### src/rtl/seq_divider.sv
// Sequential signed 32/32 divider: one restoring step per clock, sign
// fix-up at the end, registered results and a one-cycle done pulse.
//
// Ports:
//   clock        rising-edge clock
//   clear        asynchronous active-high reset
//   start        request a divide (accepted only when idle)
//   A, B         signed dividend / divisor, sampled on the accepting edge
//   busy         high while a division is in progress
//   done         one-cycle pulse marking valid results
//   quotient     signed quotient, truncated toward zero
//   remainder    signed remainder, carries the dividend's sign
//   div_by_zero  set with done when B was zero
module seq_divider (
  input  logic        clock,
  input  logic        clear,
  input  logic        start,
  input  logic [31:0] A,
  input  logic [31:0] B,
  output logic        busy,
  output logic        done,
  output logic [31:0] quotient,
  output logic [31:0] remainder,
  output logic        div_by_zero
);

  localparam logic [1:0] IDLE  = 2'd0;
  localparam logic [1:0] CALC  = 2'd1;
  localparam logic [1:0] FIXUP = 2'd2;
  localparam logic [1:0] DONE  = 2'd3;

  logic [1:0]  state;
  logic [5:0]  count;
  logic [31:0] rem;
  logic [31:0] dvd;
  logic [31:0] dvs;
  logic        neg_q;
  logic        neg_r;
  logic        dz;

  logic [31:0] abs_a;
  logic [31:0] abs_b;
  logic [32:0] shl;
  logic [32:0] diff;
  logic [31:0] q_fin;
  logic [31:0] r_src;
  logic [31:0] r_fin;

  // Magnitudes are taken as unsigned 32-bit values, so the most
  // negative operand maps to 2^31 without overflow.
  always_comb begin
    abs_a = A[31] ? (~A + 32'd1) : A;
    abs_b = B[31] ? (~B + 32'd1) : B;
  end

  // Restoring step. The partial remainder is always below |B| <= 2^31,
  // so the shifted value fits in 32 bits; the 33rd bit of the trial
  // difference is the borrow.
  always_comb begin
    shl  = {rem, dvd[31]};
    diff = shl - {1'b0, dvs};
  end

  // On divide-by-zero the dividend register still holds |A|, so the
  // sign fix-up reproduces A exactly as the remainder.
  always_comb begin
    if (dz) begin
      q_fin = 32'hFFFF_FFFF;
    end else if (neg_q) begin
      q_fin = ~dvd + 32'd1;
    end else begin
      q_fin = dvd;
    end
    r_src = dz ? dvd : rem;
    r_fin = neg_r ? (~r_src + 32'd1) : r_src;
  end

  always_ff @(posedge clock or posedge clear) begin
    if (clear) begin
      state       <= IDLE;
      count       <= 6'd0;
      rem         <= 32'd0;
      dvd         <= 32'd0;
      dvs         <= 32'd0;
      neg_q       <= 1'b0;
      neg_r       <= 1'b0;
      dz          <= 1'b0;
      quotient    <= 32'd0;
      remainder   <= 32'd0;
      div_by_zero <= 1'b0;
    end else begin
      case (state)
        IDLE: begin
          if (start) begin
            dvd   <= abs_a;
            dvs   <= abs_b;
            neg_r <= A[31];
            neg_q <= A[31] ^ B[31];
            rem   <= 32'd0;
            count <= 6'd0;
            dz    <= (B == 32'd0);
            state <= (B == 32'd0) ? FIXUP : CALC;
          end
        end
        CALC: begin
          rem   <= diff[32] ? shl[31:0] : diff[31:0];
          dvd   <= {dvd[30:0], ~diff[32]};
          count <= count + 6'd1;
          if (count == 6'd31) begin
            state <= FIXUP;
          end
        end
        FIXUP: begin
          quotient    <= q_fin;
          remainder   <= r_fin;
          div_by_zero <= dz;
          state       <= DONE;
        end
        DONE: begin
          state <= IDLE;
        end
        default: begin
          state <= IDLE;
        end
      endcase
    end
  end

  always_comb begin
    busy = (state == CALC) || (state == FIXUP);
    done = (state == DONE);
  end

endmodule

### config.mk
export PLATFORM = sky130hd
export DESIGN_NAME = seq_divider
export DESIGN_NICKNAME = d
export VERILOG_FILES = /design/src/rtl/seq_divider.sv
export SDC_FILE = /design/constraint.sdc
export NUM_CORES = 1
export LEC_CHECK = 0
export ABC_AREA = 1
export CORE_ASPECT_RATIO = 1.1
export CORE_MARGIN = 1.5
export CORE_UTILIZATION = 40
export DETAILED_ROUTE_END_ITERATION = 7
export PLACE_DENSITY = 0.64
export SLEW_MARGIN = 20
export SYNTH_ARGS = -nofsm -noshare
export SYNTH_HDL_FRONTEND = slang
export SYNTH_SLANG_ARGS = --single-unit
### constraint.sdc
create_clock -name clock -period 14.83 [get_ports clock]
set_input_delay 2.2245 -clock clock [delete_from_list [all_inputs] [get_ports clock]]
set_output_delay 2.2245 -clock clock [all_outputs]
set_load 0.01 [all_outputs]
Yosys cells after proc, flatten, opt, wreduce, memory -nomap -nowiden
Cells that the tools add are included.
{"block": "op_classes", "bitwise": 6, "add_sub_neg": 6, "mux": 17, "n_eq_ne": 6, "n_reduce_logical": 7}
{"cell": "32-bit two-way mux", "count": 9}
{"cell": "32-bit by 1-bit adder with 32-bit output, second input constant", "count": 4}
{"cell": "32-bit NOT", "count": 4}
{"cell": "32-bit one-hot mux with 2 select lines", "count": 2}
{"cell": "33-bit by 32-bit subtractor with 33-bit output", "count": 1}
{"cell": "32-bit zero test", "count": 1}
{"cell": "6-bit one-hot mux with 2 select lines", "count": 1}
{"cell": "2-bit one-hot mux with 4 select lines", "count": 1}
{"cell": "6-bit by 1-bit adder with 6-bit output, second input constant", "count": 1}
{"cell": "6-bit by 5-bit == test with 1-bit output, second input constant", "count": 1}
{"cell": "2-bit two-way mux", "count": 3}
{"cell": "6-bit two-way mux", "count": 1}
{"cell": "2-bit AND reduction", "count": 3}
{"cell": "2-bit == test, second input constant", "count": 2}
{"cell": "2-bit inequality test, second input constant", "count": 2}
{"cell": "2-bit by 1-bit == test with 1-bit output, second input constant", "count": 1}
{"cell": "2-bit zero test", "count": 1}
{"cell": "2-bit nonzero test", "count": 1}
{"cell": "1-bit logical OR", "count": 1}
{"cell": "1-bit NOT", "count": 1}
{"cell": "1-bit XOR", "count": 1}
{"block": "word_totals", "register_bits": 172, "in_bits": 67}

Longest topological paths before layout
Gate-level depths: netlist of run 1.
{"block": "depth", "word_depth": 5, "depth_mapped": 18, "depth_no_buf": 17}

Worst setup path before layout of run 1
OpenSTA, ideal clock, no wires.
{"block": "synth_path", "path_kind": "input-to-reg", "start": "input port A[0]", "end": "register dvd[26]", "path_buffers": 0, "t_arrival_ps": 3392, "cell_stages": 7, "setup_slack_ps": 11318, "t_required_ps": 14710, "cell_sequence": "inv_1 -> ha_1 -> nand4_1 -> nand3b_1 -> o21ai_0 -> nand2_1 -> a31o_2"}
{"block": "synth_between", "elab_chain_len": 5}
{"element": "start, declared", "line_no": "18", "text": "input logic [31:0] A,"}
{"element": "32-bit NOT", "line_no": "52", "text": "abs_a = A[31] ? (~A + 32'd1) : A;"}
{"element": "32-bit by 1-bit adder with 32-bit output", "line_no": "52"}
{"element": "32-bit two-way mux", "line_no": "52"}
{"element": "32-bit two-way mux", "line_no": "94", "text": "if (start) begin"}
{"element": "32-bit one-hot mux with 2 select lines", "line_no": "92", "text": "case (state)"}
{"element": "end signal, assigned", "line_no": "95", "text": "dvd <= abs_a;"}
{"element": "end signal, assigned", "line_no": "107", "text": "dvd <= {dvd[30:0], ~diff[32]};"}
{"element": "end, declared", "line_no": "35", "text": "logic [31:0] dvd;"}
Every way passes these cells. The select of a mux whose other input is x is not followed.
A chain may end at the register's enable or synchronous reset.

Worst setup path after layout of run 1
{"block": "layout_path", "start": "register dvd[31]", "end": "register rem[19]"}
{"block": "layout_between", "elab_chain_len": 3}
{"element": "33-bit by 32-bit subtractor with 33-bit output", "line_no": "61", "text": "diff = shl - {1'b0, dvs};"}
{"element": "32-bit two-way mux", "line_no": "106", "text": "rem <= diff[32] ? shl[31:0] : diff[31:0];"}
{"element": "32-bit one-hot mux with 2 select lines", "line_no": "92"}
{"element": "end signal, assigned", "line_no": "106"}
{"element": "end, declared", "line_no": "34", "text": "logic [31:0] rem;"}
Every way passes these cells.

==> impl_metrics.py, run 1 <==
metrics = {
    "layout": {
        "insertedDiodeCount": 0,
        "area_growth_pct": 15.46,
        "fin_cells": 2742,
        "finalNetCount": 2401,
        "final_area_sq_um": 16090,
        "drive_gt1_frac": 0.05382,
        "fillers": 3629,
    },
    "global_routing": {
        "gr-usage-met2": 0.4559,
        "grt-ovfl-total": 0,
        "grt_antenna_before_repair": 0,
        "met1_usage": 0.3586,
        "grt_pass1_vias": 13500,
        "top_usage_layer": "met2",
        "track_usage": 0.2705,
        "grt_pass1_wl_um": 75310,
        "grt_max_degree": 92,
        "gr-usage-met3": 0.02472,
    },
    "cts": {
        "ctsRootBufferMaster": "clkbuf_16",
        "clock-sinks": 172,
        "htreeDepth": 4,
        "clkTransAtPathRegs_ps": 70,
        "postCtsSetupBuffers": 0,
        "numCtsBuffers": 17,
        "clkLatencyLatePin_ps": 440,
        "cts_tree": "built",
        "clk_path_buf_depth": 2,
        "ctsHoldBuffers": 0,
        "cts.repair.resized": 0,
    },
    "die": {
        "die_h_um": 198.7,
        "rows": 71,
        "die_x_um": 180.9,
        "core-area_sq_um": 34290,
        "start_util": 0.4063,
        "dieArea_sq_um": 35960,
        "ios": 134,
    },
    "routing": {
        "route.antenna.remaining_nets": 0,
        "viasPerCell": 5.158,
        "totalWireLength_um": 47510,
        "drc_errors": 0,
        "drt_iter0_drc": 1120,
        "via_count": 14140,
        "wl_per_cell_um": 17.33,
        "drt_pass1_iterations": 6,
    },
    "logic_synthesis": {
        "synthCells": 2201,
        "synth_commonest_cells": "nand2_1 (731), inv_1 (318), nor2_1 (200), dfrtp_1 (172), nand3_1 (170)",
        "ys_ff_latch": 172,
        "ys.flop_type": "dfrtp_1",
        "synth_area_sq_um": 13930,
        "synth_area_leader_cell": "dfrtp_1",
        "post-synth-top-count-cell": "nand2_1",
        "syn_avg_cell_area_sq_um": 6.330,
        "synth_top_cell_area_share": 0.3089,
        "postSynth.asyncResetShare": 1.000,
        "ys_types": 47,
        "synth-edff-count": 0,
        "synth_warnings": 0,
        "netlist_top_cells_area": "dfrtp_1 (31%), nand2_1 (20%), inv_1 (8.6%), nand3_1 (6.1%), nor2_1 (5.4%)",
        "ys_seq_area_frac": 0.3089,
        "syn-num-nets": 2310,
    },
    "worst_setup_path": {
        "critPathCaptureType": "register",
        "critPathMaxFanout": 30,
        "cp.required_ps": 15170,
        "critPathArrivalTime_ps": 4620,
        "reg2reg_depth": 16,
        "startpoint_type": "register",
        "critPathKind": "reg2reg",
    },
    "timing": {
        "fmax_mhz": 233.5,
        "min_period_over_period": 0.2888,
        "setup_viol": 0,
        "hold_viol_final": 0,
        "setup-tns-final_ps": 0,
        "period_needed_ps": 4283,
        "tightest_slew_ps": 983.5,
        "drv_slew": 0,
        "timing.clock.skew_ps": 11.97,
        "rsz0062_at_grt": "false",
        "relSlewSlack": 0.3427,
    },
    "pwr": {
        "p_per_area_nw_per_um2": 243.0,
        "p_total_uw": 3909,
        "leakage_uw": 0.008142,
        "vdd_drop_max_mv": 0.1044,
    },
    "placement": {
        "routabilityCongestion": 0.9684,
        "dpl-instance-area_sq_um": 15520,
        "dp_hpwl_um": 37910,
        "dp_cells": 2711,
        "portBuffers": 133,
    },
    "min_path": {
        "min_path_type": "reg2reg",
        "holdPathStages": 2,
    },
    "outcome": {
        "status": "completed",
    },
    "flow_run": {
        "cap_viol_max_count": 0,
    },
}
worst max-delay path, stage by stage (launching register included):
cell and delay (ps):
dfrtp_1 460, inv_1 230, ha_1 190, inv_1 80
fa_1 460, nand2_1 120, nand2_1 70, nand3_2 90
nand2_2 100, nand2_2 90, nand2_2 80, nand2_2 110
nand3_2 640, nand2_1 1060, nand2_1 190, nand3_1 130
nand2_1 60
routing by layer:
metal  up-vias  share of wire  wire length, um
met3        65          0.043             2055
met1      6525           0.46            21980
met5         -              0                0
met2       396           0.46            21700
met4         0          0.038             1782
li1       7158              -                -
per-stage QoR:
stage	util	hold WS, ps	setup slack (ps)
after floorplan	-	453.0	7945
after global placement	0.4526	456.2	9833
after detailed placement	0.4526	465.6	9691
after CTS	0.4689	484.8	10140
after global routing	0.4691	504.0	10180
final	0.4691	480.0	10550
cell usage in the layout (no fill, tap or decap), types with 40 or more instances in the layout:
cell and count:
a21oi_1 65, ha_1 40, dfrtp_1 171, inv_1 317, nand2_1 731, o21ai_0 106
xor2_1 41, nor2_1 199, clkdlybuf4s50_1 133, nand3_1 170
area by class of cell:
class,count,area [sq um],share of cell area
clock buffer,17,425.4,0.02645
multi-input combinational,1624,7994,0.4970
timing repair buffer,146,1433,0.08906
inverter,331,1247,0.07755
sequential,172,4305,0.2677
clock inverter,14,132.6,0.008245
tap,438,548.0,0.03407
cells by family (layout without fill, tap and decap cells):
group	after synthesis	in the layout	share of synthesized area
simple gates	1222	1222	0.3730
mux	1	1	0.0007185
fa+ha+maj	42	42	0.03826
xor+xnor	62	62	0.03898
compound gates	297	297	0.1225
flops	172	172	0.3089
buf+inv	405	508	0.1176
flip-flops by register name, indices dropped and copies added, names as in the netlist:
signal and flops:
state 2, neg_q 1, dvs 32, quotient 32
dvd 32, rem 32, count 6, dz 1
div_by_zero 1, remainder 32, neg_r 1
report_power, final:
| group | internal [uW] | switching, uW | leakage, uW | total [uW] |
|---|---|---|---|---|
| sequential | 691 | 215 | 0.00210 | 906 |
| clock | 234 | 213 | 0.000278 | 448 |
| combinational | 908 | 1650 | 0.00576 | 2560 |
path summary, 6_finish.rpt:
| kind | slack [ps] | start | endpoint |
|---|---|---|---|
| setup reg to reg | 10550 | dvd[31] | rem[19] |
| max in group asynchronous | 11230 | clear | dvd[16] |
| hold reg to reg | 480 | remainder[28] | remainder[28] |
| setup / recovery | 10550 | dvd[31] | rem[19] |
| min in group asynchronous | 2300 | clear | state[1] |
| hold / removal | 480 | remainder[28] | remainder[28] |
(Power assumes the default switching activity.)
==> inputs of run 2 (changes only) <==
==> constraint.sdc (replaced) <==
create_clock -name clock -period 4.16 [get_ports clock]
set_input_delay 0.624 -clock clock [delete_from_list [all_inputs] [get_ports clock]]
set_output_delay 0.624 -clock clock [all_outputs]
set_load 0.01 [all_outputs]
==> impl_metrics.py, run 2 (synthesis gave the netlist of run 1 again) <==
metrics = {
    "worst_setup_path": {
        "r2r-start": "dvd[31]",
        "cp.required_ps": 4490,
        "critPathCaptureType": "register",
        "critPathMaxFanout": 30,
        "crit_path_start": "dvd[31]",
        "cpMostUsedCell": "nand2_1",
        "crit_chain": "inv_1, ha_1, inv_1, fa_1, nand2_1, nand2_1, nand3_2, nand2_2, nand2_2, nand2_2, nand2_2, nand3_2, nand2_1, nand3_1, nand2_1, nand2_1",
        "crit_buf_inv": 2,
        "critPathArrivalTime_ps": 3380,
        "cp_slowest_stage_delay_ps": 730,
        "critical_path.top_delay_family": "simple AND/OR/NAND/NOR gates",
        "critPathKind": "reg2reg",
        "critPathSlowestCell": "nand2_1",
        "startpoint_type": "register",
    },
    "layout": {
        "multiInputGateArea_sq_um": 7991,
        "drive_gt1_frac": 0.05623,
        "finalNetCount": 2408,
        "mostFrequentLayoutCells": "nand2_1 (731), inv_1 (317), nor2_1 (200)",
        "fin_cells": 2750,
        "insertedDiodeCount": 0,
        "mostFrequentLayoutCell": "nand2_1",
        "fillers": 3578,
        "regArea_sq_um": 4305,
        "area_growth_pct": 16.24,
    },
    "placement": {
        "dp_cells": 2718,
        "routabilityCongestion": 1.048,
        "dp_hpwl_um": 37670,
        "portBuffers": 133,
    },
    "cts": {
        "clkTransAtPathRegs_ps": 70,
        "postCtsSetupBuffers": 0,
        "cts_tree": "built",
        "clk_path_buf_depth": 2,
        "clock-sinks": 172,
        "numCtsBuffers": 17,
        "cts.repair.resized": 0,
        "ctsHoldBuffers": 0,
        "htreeDepth": 4,
        "clkLatencyLatePin_ps": 450,
        "ctsRootBufferMaster": "clkbuf_16",
    },
    "routing": {
        "drt_iter0_drc": 1183,
        "viasPerCell": 5.221,
        "drc_errors": 0,
        "drt_pass1_iterations": 5,
        "wl_per_cell_um": 17.18,
        "via_count": 14360,
        "route.antenna.remaining_nets": 0,
        "totalWireLength_um": 47250,
    },
    "timing": {
        "rsz0062_at_grt": "false",
        "relSlewSlack": 0.2916,
        "hold_viol_final": 0,
        "setup-tns-final_ps": 0,
        "period_needed_ps": 3046,
        "fmax_mhz": 328.3,
        "tightest_slew_ps": 1063,
        "min_period_over_period": 0.7322,
        "hold_slack_ps": 476.2,
        "setup_viol": 0,
        "timing.clock.skew_ps": 11.49,
        "drv_slew": 0,
    },
    "global_routing": {
        "track_usage": 0.2647,
        "grt_pass1_vias": 13590,
        "grt_max_degree": 63,
        "grt-ovfl-total": 0,
        "grt_pass1_wl_um": 73800,
        "grt_antenna_before_repair": 0,
    },
    "min_path": {
        "holdCritStartpoint": "quotient[23]",
        "min_path_type": "reg2reg",
    },
    "die": {
        "die_x_um": 180.9,
        "die_h_um": 198.7,
        "rows": 71,
        "start_util": 0.4063,
        "dieArea_sq_um": 35960,
        "ios": 134,
        "core-area_sq_um": 34290,
    },
    "pwr": {
        "leakage_uw": 0.008193,
        "p_per_area_nw_per_um2": 869.8,
        "vdd_drop_max_mv": 0.4382,
    },
    "flow_run": {
        "cap_viol_max_count": 0,
    },
    "outcome": {
        "status": "completed",
    },
}
-- run 2: area by class of cell --
| type | count | share of cell area |
|---|---|---|
| multi-input cells | 1624 | 0.4935 |
| flip-flops and latches | 172 | 0.2659 |
| repair buffers | 153 | 0.09302 |
| inverters | 331 | 0.07695 |
| well taps | 438 | 0.03384 |
| clock buffers | 19 | 0.02735 |
| clock inverters | 13 | 0.009503 |
-- run 2: worst paths after layout --
kind	slack (ps)	endpoint	depth (start not counted)
setup / recovery	1110	rem[30]	16
hold / removal	480	quotient[23]	2
setup reg to reg	1110	rem[30]	16
hold reg to reg	480	quotient[23]	2
max in group asynchronous	2730	quotient[14]	3
min in group asynchronous	650	remainder[20]	2
-- run 2: metrics by stage --
| step | setup WS [ps] | instance area [sq um] | power, uW | util |
|---|---|---|---|---|
| 5_1_grt | 835.7 | 16190 | 15330 | 0.4723 |
| 2_1_floorplan | 1339 | 13940 | 9462 | - |
| 3_5_place_dp | 1160 | 15600 | 12290 | 0.4549 |
| 6_report | 1114 | 16190 | 14090 | 0.4723 |
| 3_3_place_gp | 1200 | 15600 | 12160 | 0.4549 |
| 4_1_cts | 1121 | 16190 | 14000 | 0.4723 |
-- run 2: worst register-to-register path, stage by stage, from the launching register on --
cell and delay, ps:
dfrtp_1 400, inv_1 130, ha_1 170, inv_1 70, fa_1 430, nand2_1 110, nand2_1 70, nand3_2 80
nand2_2 90, nand2_2 80, nand2_2 70, nand2_2 100, nand3_2 70, nand2_1 730, nand3_1 180, nand2_1 120
nand2_1 50
-- run 2: metal layers --
metal,global-route usage,vias up,wire length [um]
li1,-,7180,-
met1,0.3483,6623,21550
met2,0.4409,470,21460
met3,0.03039,84,2406
met4,0.1154,0,1829
met5,0,-,0
-- run 2: power by group --
group          internal (uW)  switching (uW)
Sequential              2460             792
Combinational           3260            5890
Clock                    918             757
Total                   6640            7440
==> inputs of run 3 (changes only) <==
--- a/config.mk
+++ b/config.mk
@@ -10,7 +10,7 @@
 export CORE_MARGIN = 1.5
 export CORE_UTILIZATION = 40
 export DETAILED_ROUTE_END_ITERATION = 7
-export PLACE_DENSITY = 0.64
+export PLACE_DENSITY = 0.66
 export SLEW_MARGIN = 20
 export SYNTH_ARGS = -nofsm -noshare
 export SYNTH_HDL_FRONTEND = slang
==> constraint.sdc (replaced) <==
create_clock -name clock -period 2.7 [get_ports clock]
set_input_delay 0.405 -clock clock [delete_from_list [all_inputs] [get_ports clock]]
set_output_delay 0.405 -clock clock [all_outputs]
set_load 0.01 [all_outputs]
==> impl_metrics.py, run 3 (synthesis gave the netlist of run 1 again) <==
metrics = {
    "routing": {
        "drt_iter0_drc": 1173,
        "via_count": 14560,
        "drt_pass1_iterations": 5,
        "wl_per_cell_um": 17.50,
        "drc_errors": 0,
        "viasPerCell": 5.245,
        "totalWireLength_um": 48590,
        "route.antenna.remaining_nets": 0,
    },
    "cts": {
        "htreeDepth": 4,
        "ctsRootBufferMaster": "clkbuf_16",
        "cts.repair.resized": 0,
        "clock-sinks": 172,
        "numCtsBuffers": 17,
        "ctsHoldBuffers": 0,
        "clkTransAtPathRegs_ps": 70,
        "clkLatencyLatePin_ps": 450,
        "postCtsSetupBuffers": 0,
        "clk_path_buf_depth": 2,
        "cts_tree": "built",
    },
    "worst_setup_path": {
        "cp.required_ps": 3030,
        "cpMostUsedCell": "nand2_1",
        "critPathSlowestCell": "dfrtp_1",
        "startpoint_type": "register",
        "critPathCaptureType": "register",
        "cp_slowest_stage_delay_ps": 470,
        "critPathKind": "reg2reg",
        "critPathArrivalTime_ps": 2870,
        "crit_chain": "ha_1, nand2_2, nor2_1, inv_1, nor3_1, nand3_1, nand3_1, nand2_1, nand2_1, nand2_1, nand3_1, nand2_1",
        "critPathMaxFanout": 4,
    },
    "timing": {
        "drv_slew": 0,
        "setup-tns-final_ps": 0,
        "min_period_over_period": 0.9412,
        "tightest_slew_ps": 827.9,
        "relSlewSlack": 0.4474,
        "rsz0062_at_grt": "false",
        "timing.clock.skew_ps": 7.095,
        "period_needed_ps": 2541,
        "fmax_mhz": 393.5,
        "hold_viol_final": 0,
        "worst_slack_ps": 158.9,
        "setup_viol": 0,
    },
    "flow_run": {
        "cap_viol_max_count": 0,
    },
    "placement": {
        "dp_hpwl_um": 39060,
        "pre_cts_ws_ps": 50.38,
        "routabilityCongestion": 1.009,
        "portBuffers": 133,
        "dp_cells": 2744,
    },
    "pwr": {
        "switchingPower_uw": 11800,
        "p_seq_frac": 0.220,
        "swShare": 0.5300,
        "leakage_uw": 0.008342,
        "p_total_uw": 22270,
        "p_per_area_nw_per_um2": 1353,
        "power_frac_comb": 0.665,
        "pwr-share-clk": 0.116,
        "vdd_drop_max_mv": 0.7503,
        "p_int_uw": 10460,
    },
    "layout": {
        "mostFrequentLayoutCells": "nand2_1 (731), inv_1 (317), nor2_1 (200)",
        "area_growth_pct": 18.11,
        "final_core_util": 0.4799,
        "mostFrequentLayoutCell": "nand2_1",
        "finalNetCount": 2434,
        "insertedDiodeCount": 0,
        "fin_cells": 2776,
        "drive_gt1_frac": 0.06715,
    },
    "die": {
        "die_h_um": 198.7,
        "core-area_sq_um": 34290,
        "dieArea_sq_um": 35960,
        "die_x_um": 180.9,
        "rows": 71,
        "start_util": 0.4063,
        "ios": 134,
    },
    "global_routing": {
        "grt_pass1_wl_um": 76710,
        "grt_pass1_vias": 13770,
        "grt_max_degree": 68,
        "grt-ovfl-total": 0,
        "grt_antenna_before_repair": 0,
        "track_usage": 0.2757,
    },
    "min_path": {
        "min_path_type": "in2async",
    },
    "outcome": {
        "status": "completed",
    },
}
-- run 3: changes by cell type in the layout (fill, tap and decap cells not counted), sizes merged --
| cell | previous run | this run |
|---|---|---|
| buf | 20 | 46 |
| bufinv | 2 | 1 |
| clkinv | 5 | 9 |
| clkbuf | 19 | 17 |
| inv | 335 | 334 |
-- run 3: per-stage QoR --
step | hold slack (ps) | cell area (sq um)
after floorplan | 453.0 | 13940
final | 359.2 | 16460
after CTS | 363.9 | 16450
after detailed placement | 465.0 | 15840
after global routing | 392.8 | 16460
after global placement | 457.7 | 15840
-- run 3: power by group through the flow --
| stage | registers (uW) | logic (uW) | clock network [uW] |
|---|---|---|---|
| floorplan | 4730 | 9850 | 0 |
| global placement | 4850 | 14500 | 0 |
| detailed placement | 4900 | 14600 | 0 |
| CTS | 4850 | 14600 | 2640 |
| global route | 5020 | 16500 | 2740 |
| finish | 4890 | 14800 | 2580 |
-- run 3: routing by layer --
layer / up-vias / wire, um / track usage / part of all wire
li1: 7240 / - / - / -
met1: 6727 / 21790 / 0.3674 / 0.45
met2: 509 / 22400 / 0.4612 / 0.46
met3: 83 / 2741 / 0.03112 / 0.056
met4: 0 / 1651 / 0.1040 / 0.034
met5: - / 0 / 0 / 0
-- run 3: worst max-delay path: cells and delay by family, from the launching register on --
kind / cells / cell delay, ps
AND/OR/NAND/NOR: 10 / 1440
flip-flops: 1 / 470
adder cells (fa/ha/maj): 1 / 430
buffers and inverters: 1 / 100
-- run 3: final timing paths --
check / to / depth (start not counted) / slack, ps / from
max: rem[22] / 12 / 160 / rem[9]
min: remainder[23] / 2 / 360 / clear
max reg2reg: rem[22] / 12 / 160 / rem[9]
min reg2reg: remainder[26] / 2 / 480 / remainder[26]
max in group asynchronous: dvs[13] / 3 / 1600 / clear
min in group clock: remainder[26] / 2 / 480 / remainder[26]
-- run 3: layout make-up --
cell class	count	area, sq um
repair buffers	179	1752
fillers	3539	17830
clock buffers	17	425.4
flip-flops and latches	172	4308
clock inverters	15	185.2
inverters	331	1246
multi-input cells	1624	7991
well taps	438	548.0
